===== config.mk =====
export PLATFORM = sky130hd
export DESIGN_NAME = fifo_32_frame_tx
export DESIGN_NICKNAME = d
export VERILOG_FILES = /design/src/rtl/fifo_32_frame_tx.sv
export SDC_FILE = /design/constraint.sdc
export NUM_CORES = 1
export LEC_CHECK = 0
export CAP_MARGIN = 40
export CORE_MARGIN = 2
export CORE_UTILIZATION = 35
export DETAILED_ROUTE_END_ITERATION = 12
export PLACE_DENSITY = 0.62
export SLEW_MARGIN = 20
export SYNTH_ARGS = -nofsm -noshare
export SYNTH_HDL_FRONTEND = slang
export SYNTH_SLANG_ARGS = --single-unit

===== constraint.sdc =====
create_clock -name clk_i -period 7.77 [get_ports clk_i]
set_input_delay 0.777 -clock clk_i [delete_from_list [all_inputs] [get_ports clk_i]]
set_output_delay 0.777 -clock clk_i [all_outputs]
set_load 0.05 [all_outputs]

===== src/rtl/fifo_32_frame_tx.sv =====
// Pops 32-bit words from the upstream FIFO and sends them as SYNC, LEN, LEN*4 payload bytes (LSB first), CHK frames.
// Latency: a frame starts once MAX_WORDS words are buffered or TIMEOUT idle cycles pass; then one byte per accepted transfer.
// Backpressure: TX_DATA holds while TX_VALID && !TX_READY; pops are issued only in FILL and only while the FIFO is not empty.
module fifo_32_frame_tx #(
    parameter int         MAX_WORDS = 16,
    parameter logic [7:0] SYNC_BYTE = 8'hA5,
    parameter int         TIMEOUT   = 255
) (
    input  logic        clk_i,
    input  logic        rst_n_i,
    input  logic        fifo_empty_i,
    output logic        fifo_read_o,
    input  logic [31:0] fifo_data_i,
    output logic [7:0]  tx_data_o,
    output logic        tx_valid_o,
    input  logic        tx_ready_i,
    output logic        busy_o,
    output logic [15:0] frame_cnt_o
);

    localparam int CW = $clog2(MAX_WORDS + 1);
    localparam int IW = (MAX_WORDS > 1) ? $clog2(MAX_WORDS) : 1;
    localparam int TW = (TIMEOUT > 0) ? $clog2(TIMEOUT + 1) : 1;

    typedef enum logic [2:0] {
        S_IDLE, S_FILL, S_SYNC, S_LEN, S_PAYLOAD, S_CHK
    } state_t;

    state_t         state_q, state_d;
    logic [CW-1:0]  issued_q, issued_d;
    logic [CW-1:0]  len_q, len_d;
    logic           cap_q, cap_d;
    logic [TW-1:0]  idle_q, idle_d;
    logic [IW-1:0]  word_q, word_d;
    logic [1:0]     byte_q, byte_d;
    logic [7:0]     chk_q, chk_d;
    logic [15:0]    frame_cnt_q, frame_cnt_d;
    logic [31:0]    wbuf_q [2**IW];
    logic           xfer;
    logic [7:0]     pay_byte;

    assign tx_valid_o  = (state_q == S_SYNC) || (state_q == S_LEN) ||
                         (state_q == S_PAYLOAD) || (state_q == S_CHK);
    assign xfer        = tx_valid_o && tx_ready_i;
    assign busy_o      = (state_q != S_IDLE);
    assign frame_cnt_o = frame_cnt_q;
    assign pay_byte    = wbuf_q[word_q][8*byte_q +: 8];

    always_comb begin
        state_d     = state_q;
        issued_d    = issued_q;
        len_d       = len_q;
        idle_d      = idle_q;
        word_d      = word_q;
        byte_d      = byte_q;
        chk_d       = chk_q;
        frame_cnt_d = frame_cnt_q;
        fifo_read_o = 1'b0;
        tx_data_o   = 8'h00;
        case (state_q)
            S_IDLE: begin
                issued_d = '0;
                idle_d   = '0;
                if (!fifo_empty_i) state_d = S_FILL;
            end
            S_FILL: begin
                fifo_read_o = !fifo_empty_i && (issued_q < CW'(MAX_WORDS));
                if (fifo_read_o) begin
                    issued_d = issued_q + CW'(1);
                    idle_d   = '0;
                end else if (fifo_empty_i && issued_q != '0 && idle_q != TW'(TIMEOUT)) begin
                    idle_d = idle_q + TW'(1);
                end
                // Leave only after the last popped word has been written into the buffer.
                if (!cap_q && !fifo_read_o && issued_q != '0 &&
                    (issued_q == CW'(MAX_WORDS) || idle_q == TW'(TIMEOUT))) begin
                    state_d = S_SYNC;
                    len_d   = issued_q;
                    word_d  = '0;
                    byte_d  = '0;
                end
            end
            S_SYNC: begin
                tx_data_o = SYNC_BYTE;
                if (xfer) state_d = S_LEN;
            end
            S_LEN: begin
                tx_data_o = 8'(len_q);
                if (xfer) begin
                    chk_d   = 8'(len_q);
                    state_d = S_PAYLOAD;
                end
            end
            S_PAYLOAD: begin
                tx_data_o = pay_byte;
                if (xfer) begin
                    chk_d  = chk_q ^ pay_byte;
                    byte_d = byte_q + 2'd1;
                    if (byte_q == 2'd3) begin
                        if (CW'(word_q) == len_q - CW'(1)) state_d = S_CHK;
                        else                               word_d  = word_q + IW'(1);
                    end
                end
            end
            S_CHK: begin
                tx_data_o = chk_q;
                if (xfer) begin
                    frame_cnt_d = frame_cnt_q + 16'd1;
                    state_d     = S_IDLE;
                end
            end
            default: state_d = S_IDLE;
        endcase
    end

    assign cap_d = fifo_read_o;

    always_ff @(posedge clk_i or negedge rst_n_i) begin
        if (!rst_n_i) begin
            state_q     <= S_IDLE;
            issued_q    <= '0;
            len_q       <= '0;
            cap_q       <= 1'b0;
            idle_q      <= '0;
            word_q      <= '0;
            byte_q      <= '0;
            chk_q       <= 8'h00;
            frame_cnt_q <= 16'h0000;
        end else begin
            state_q     <= state_d;
            issued_q    <= issued_d;
            len_q       <= len_d;
            cap_q       <= cap_d;
            idle_q      <= idle_d;
            word_q      <= word_d;
            byte_q      <= byte_d;
            chk_q       <= chk_d;
            frame_cnt_q <= frame_cnt_d;
        end
    end

    // The word popped last cycle lands at the slot just counted by issued_q.
    always_ff @(posedge clk_i) begin
        if (cap_q) wbuf_q[IW'(issued_q - CW'(1))] <= fifo_data_i;
    end

endmodule


Word-level counts from Yosys, hierarchy flattened --
Memories as Yosys holds them, arrays and structs flattened. Index checks and enable logic that the tools add are counted.
Word-level totals: bits in registers 52, logic and storage cells 98, memories 1, memory bits (writable) 512
Memories:
- wbuf_q | depth 16, bits a word 32, read ports 1, clocked after memory_dff 0, write ports 1, line 38 | logic [31:0] wbuf_q [2**IW];
Cells by class: equal/unequal tests 21, bitwise gates (word level) 1, mux-type cells 29, reductions and logical operators 28, shift-type cells 1, $lt $le $gt $ge 1, add/subtract/negate cells 7
Operator list (count):
- 8-bit two-way mux | 4
- 8-bit case mux with 2 select lines | 2
- 8-bit case mux with 4 select lines | 1
- 32-bit by 6-bit variable part select with 8-bit output | 1
- 3-bit two-way mux | 8
- 3-bit case mux with 6 select lines | 1
- 16-bit by 1-bit adder with 16-bit output (second input constant) | 1
- 4-bit two-way mux | 4
- 2-bit != test (second input constant) | 8
- 5-bit case mux with 2 select lines | 1
- 8-bit by 1-bit adder with 8-bit output (second input constant) | 1
- 8-bit equality test (second input constant) | 1
- 8-bit != test (second input constant) | 1
- 4-bit case mux with 2 select lines | 1
- 2-bit AND reduction | 4
- 8-bit AND reduction | 1
- 8-bit XOR | 1
- 1-bit logical AND | 7
- 3-bit by 2-bit equality test with 1-bit output (second input constant) | 2
- 3-bit equality test (second input constant) | 2
- 3-bit AND reduction | 2
- 2-bit nonzero test | 3
- 5-bit by 1-bit adder with 5-bit output (second input constant) | 1
- 4-bit by 5-bit equality test with 1-bit output | 1
- other kinds (20) | 29

Longest topological paths before layout --
depth in word-level cells 8, mapped depth 11, mapped depth without buffers 8

Least setup slack after synthesis --
No wires, ideal clock.
path kind flip-flop to output port, from register word_q[0], to output port tx_data_o[0], data required time 6.993 ns, setup slack 4.089 ns, arrival 2.904 ns, cell stages (with the launch flop) 11, path through dfrtp_1 buf_6 buf_12 buf_12 buf_12 mux2i_1 a22oi_1 a21oi_1 o41ai_2 o31ai_1 o21ai_0
Between the ends: longest elaborated chain between the ends 3
Ends and longest elaborated chain:
- start, declared | line 34 | logic [IW-1:0] word_q, word_d;
- start signal, assigned | line 135 | word_q <= word_d;
- memory read 16 x 32 bit
- 32-bit by 6-bit variable part select with 8-bit output | line 47 | assign pay_byte = wbuf_q[word_q][8*byte_q +: 8];
- 8-bit case mux with 4 select lines | line 60 | case (state_q)
- end, declared | line 14 | output logic [7:0] tx_data_o,
No other way between the ends.

Worst setup path after layout --
from register word_q[0], to output port tx_data_o[2]
Same word-level chain as after synthesis.

==> results by group <==
Routing
  – Initial detailed-routing violation count: 1,474
  – WL/cell: 23.6 um
  – Pre-Repair DR Iteration Count: 5
  – Detail Route Antenna Nets: 0
  – Final wirelength: 54.1 mm
  – Via/cell ratio: 5.31
  – DRC: 0
  – Vias: 12,207

Cells and area
  – Ratio of cells with drive above 1 in the final layout: 15.4%
  – Post-route cell area: 26,600 um2
  – Multi-input logic area: slightly below 6000 um2
  – Final Non-Filler Cells: 2,299
  – Fill cells: ~5,700
  – Register area: 16,700 um2
  – Area Growth Syn to Fin: 15.6%
  – NumNets Final: 1,443
  – Layout Utilization: 41.1%

Yosys
  – Ys async rst share: a little under a tenth
  – Ys flop type: edfxtp_1
  – Register area share after synthesis: approximately 73%
  – Most common library cells after synthesis: edfxtp_1 (512), mux2i_1 (148), nand2_1 (73), a22oi_1 (55), mux4_2 (55)
  – Gate Count Post-Synth: 1,305
  – Synth area leader: edfxtp_1
  – Post-Syn Area: 23,000 um2
  – #FFs+latches synth: 564
  – Share of Yosys cell area claimed by the top area cell type: 66.9%
  – Synthesized Nets: 1,352
  – Yosys Warn Count: 0
  – Top-count cell post-synth: edfxtp_1
  – Post-synth cell types: 65
  – Area contributors post-synth: edfxtp_1 (67%), mux2i_1 (6.4%), dfrtp_1 (5.7%)
  – Synth Area per Inst: about 18 um2
  – Post-synth EDFFs: 512

Critical path
  – CP Class: reg2out
  – Crit Path Max Fanout: 126
  – WP buf/inv: 2
  – Cells along the critical path: buf_12, mux2i_1, a22oi_1, a21boi_0, o41ai_2, o31ai_1, o21ai_0, clkdlybuf4s50_1
  – Number of cells on the worst reg-to-reg path: 7
  – Crit end category: output port
  – Flop-to-flop setup slack: 4.21 ns
  – R2R Path Start: word_q[0]$_DFFE_PN0P_
  – Cell family contributing the most delay on the critical path: buffers and inverters
  – WP data arrival: 4.79 ns
  – Worst path required time: 6.99 ns
  – CP startpoint kind: register
  – CP max-delay cell: clkdlybuf4s50_1
  – Crit Reg-Reg Endpoint: chk_q[4]$_DFFE_PN0P_
  – Crit-path max cell delay: about 0.9 ns

Clock tree
  – Reg clk slew, reported paths: ~0.06 ns
  – CTS sink cnt: 564
  – Postcts setup bufs: 0
  – # hold bufs at CTS: 0
  – Clock Tree Root: clkbuf_16
  – TritonCTS Buffers: 56
  – TritonCTS clock tree: done
  – Max clock buf depth: 3
  – H-tree Lvls: 2
  – Skew-Pair Late Insertion Delay: 0.62 ns
  – Resized cells post-CTS: 0

Power and ir drop
  – Max IR drop VDD: 0.000176 V
  – Leak: about 8.4 nW
  – Power Dens Cells: approximately 300 nW/um2
  – Total power: 7.89 mW

Placed design
  – Inst Count DP: 2,192
  – DPL Wire Length: 30.5 mm
  – Gp weighted congestion: 0.857
  – Dpl cell area: 24,700 um2
  – Number of I/O port buffers: a little over 60

STA
  – RSZ-0062 raised after global routing: no
  – Slew headroom: between 30% and 40%
  – Setup_tns: 0 ns
  – Tcrit/Tclk final: 71.7%
  – Tmin final: 5.57 ns
  – FMAX: about 180 MHz
  – Final Hold Viols: 0
  – Final setup violation count: 0
  – Final Max Tran Viols: 0
  – Worst Skew: 0.0189 ns
  – Worst-margin pin slew: 1.04 ns

GRT
  – Grt total ovfl: 0
  – Vias in the first global route: 12,292
  – First-pass GRT wire length: 79.7 mm
  – Total Routing Usage GR: between 10% and 20%
  – Largest net degree at the start of global routing: 127
  – Number of antenna violations at the first check in global routing: 3

Outcome
  – Run status: finished clean

Floorplan
  – # IOs: 63
  – Die Span Y: 260 um
  – Die area: 67,700 um2
  – Core Box Area: 64,700 um2
  – Die extent in x: 260 um
  – Row count: 93
  – Initial core utilization: 35.5%

Job
  – Number of max-cap violations: 0

Min path
  – Hold Path Class: in2async
==> flip-flops by register name, indices dropped and copies added (netlist names) <==
name and cells:
byte_q 2, cap_q 1, chk_q 8, frame_cnt_o 16, idle_q 8, issued_q 5, len_q 5, state_q 3
wbuf_q 512, word_q 4
==> power by group <==
group / switching, mW / total (mW) / internal [mW]
logic: 0.932 / 1.43 / 0.497
registers: 0.153 / 3.70 / 3.55
clock network: 1.14 / 2.75 / 1.61
total: 2.23 / 7.89 / 5.66
==> worst max-delay path by stage <==
stage	startpoint	to	cells after the start
floorplan	word_q[0]$_DFFE_PN0P_	tx_data_o[0]	10
global placement	word_q[0]$_DFFE_PN0P_	tx_data_o[0]	8
detailed placement	word_q[0]$_DFFE_PN0P_	tx_data_o[0]	8
CTS	word_q[0]$_DFFE_PN0P_	tx_data_o[0]	8
global route	word_q[0]$_DFFE_PN0P_	tx_data_o[2]	8
finish	word_q[0]$_DFFE_PN0P_	tx_data_o[2]	8
==> stage by stage <==
stage | worst slack [ns] | hold slack [ns]
floorplan | 4.09 | 0.445
global placement | 2.80 | 0.460
finish | 2.20 | 0.294
CTS | 2.13 | 0.315
global route | 2.02 | 0.352
detailed placement | 2.80 | 0.466
==> routing by layer <==
layer,vias to the layer above,GRT usage (%),wire (um)
met4,4,5.92,1610
met2,449,25.2,25200
met5,-,0,31
li1,5391,-,-
met3,97,3.04,3610
met1,6266,21.9,23700
==> cells by family (layout without fill, tap and decap cells) <==
| group | Yosys count | in the layout | share of synthesized area, % |
|---|---|---|---|
| DFF | 564 | 564 | 72.6 |
| xor gates and xnor gates | 28 | 28 | 1.07 |
| AOI/OAI and AO/OA | 172 | 172 | 5.17 |
| and+or+nand+nor | 226 | 226 | 4.71 |
| buffers and inverters | 78 | 216 | 2.08 |
| adders and majority gates | 11 | 11 | 0.599 |
| muxes | 226 | 226 | 13.8 |
| other | 0 | 1 | 0 |
==> final cells by class <==
type,instances,share of cell area (%)
Antenna cell,1,0.00942
Clock buffer,71,5.68
Clock inverter,34,1.41
Inverter,11,0.155
Multi-Input combinational cell,663,22.4
Sequential cell,564,62.8
Tap cell,855,4.03
Timing Repair Buffer,100,3.52
==> cells in the final DEF, fill, tap and decap left out, drive strengths merged, types with 7 or more instances in the layout <==
cell,count
and3,9
buf,39
nand3,35
clkdlybuf4s50,61
bufinv,7
nor2b,7
nor2,53
xnor2,17
mux2,10
edfxtp,512
a21oi,28
a21o,7
clkinv,27
xor2,11
nand4,12
inv,10
dfrtp,52
o21ai,36
a22oi,55
mux2i,148
ha,11
mux4,68
clkbuf,71
nand2,73
Power figures use the tool's default switching activity.
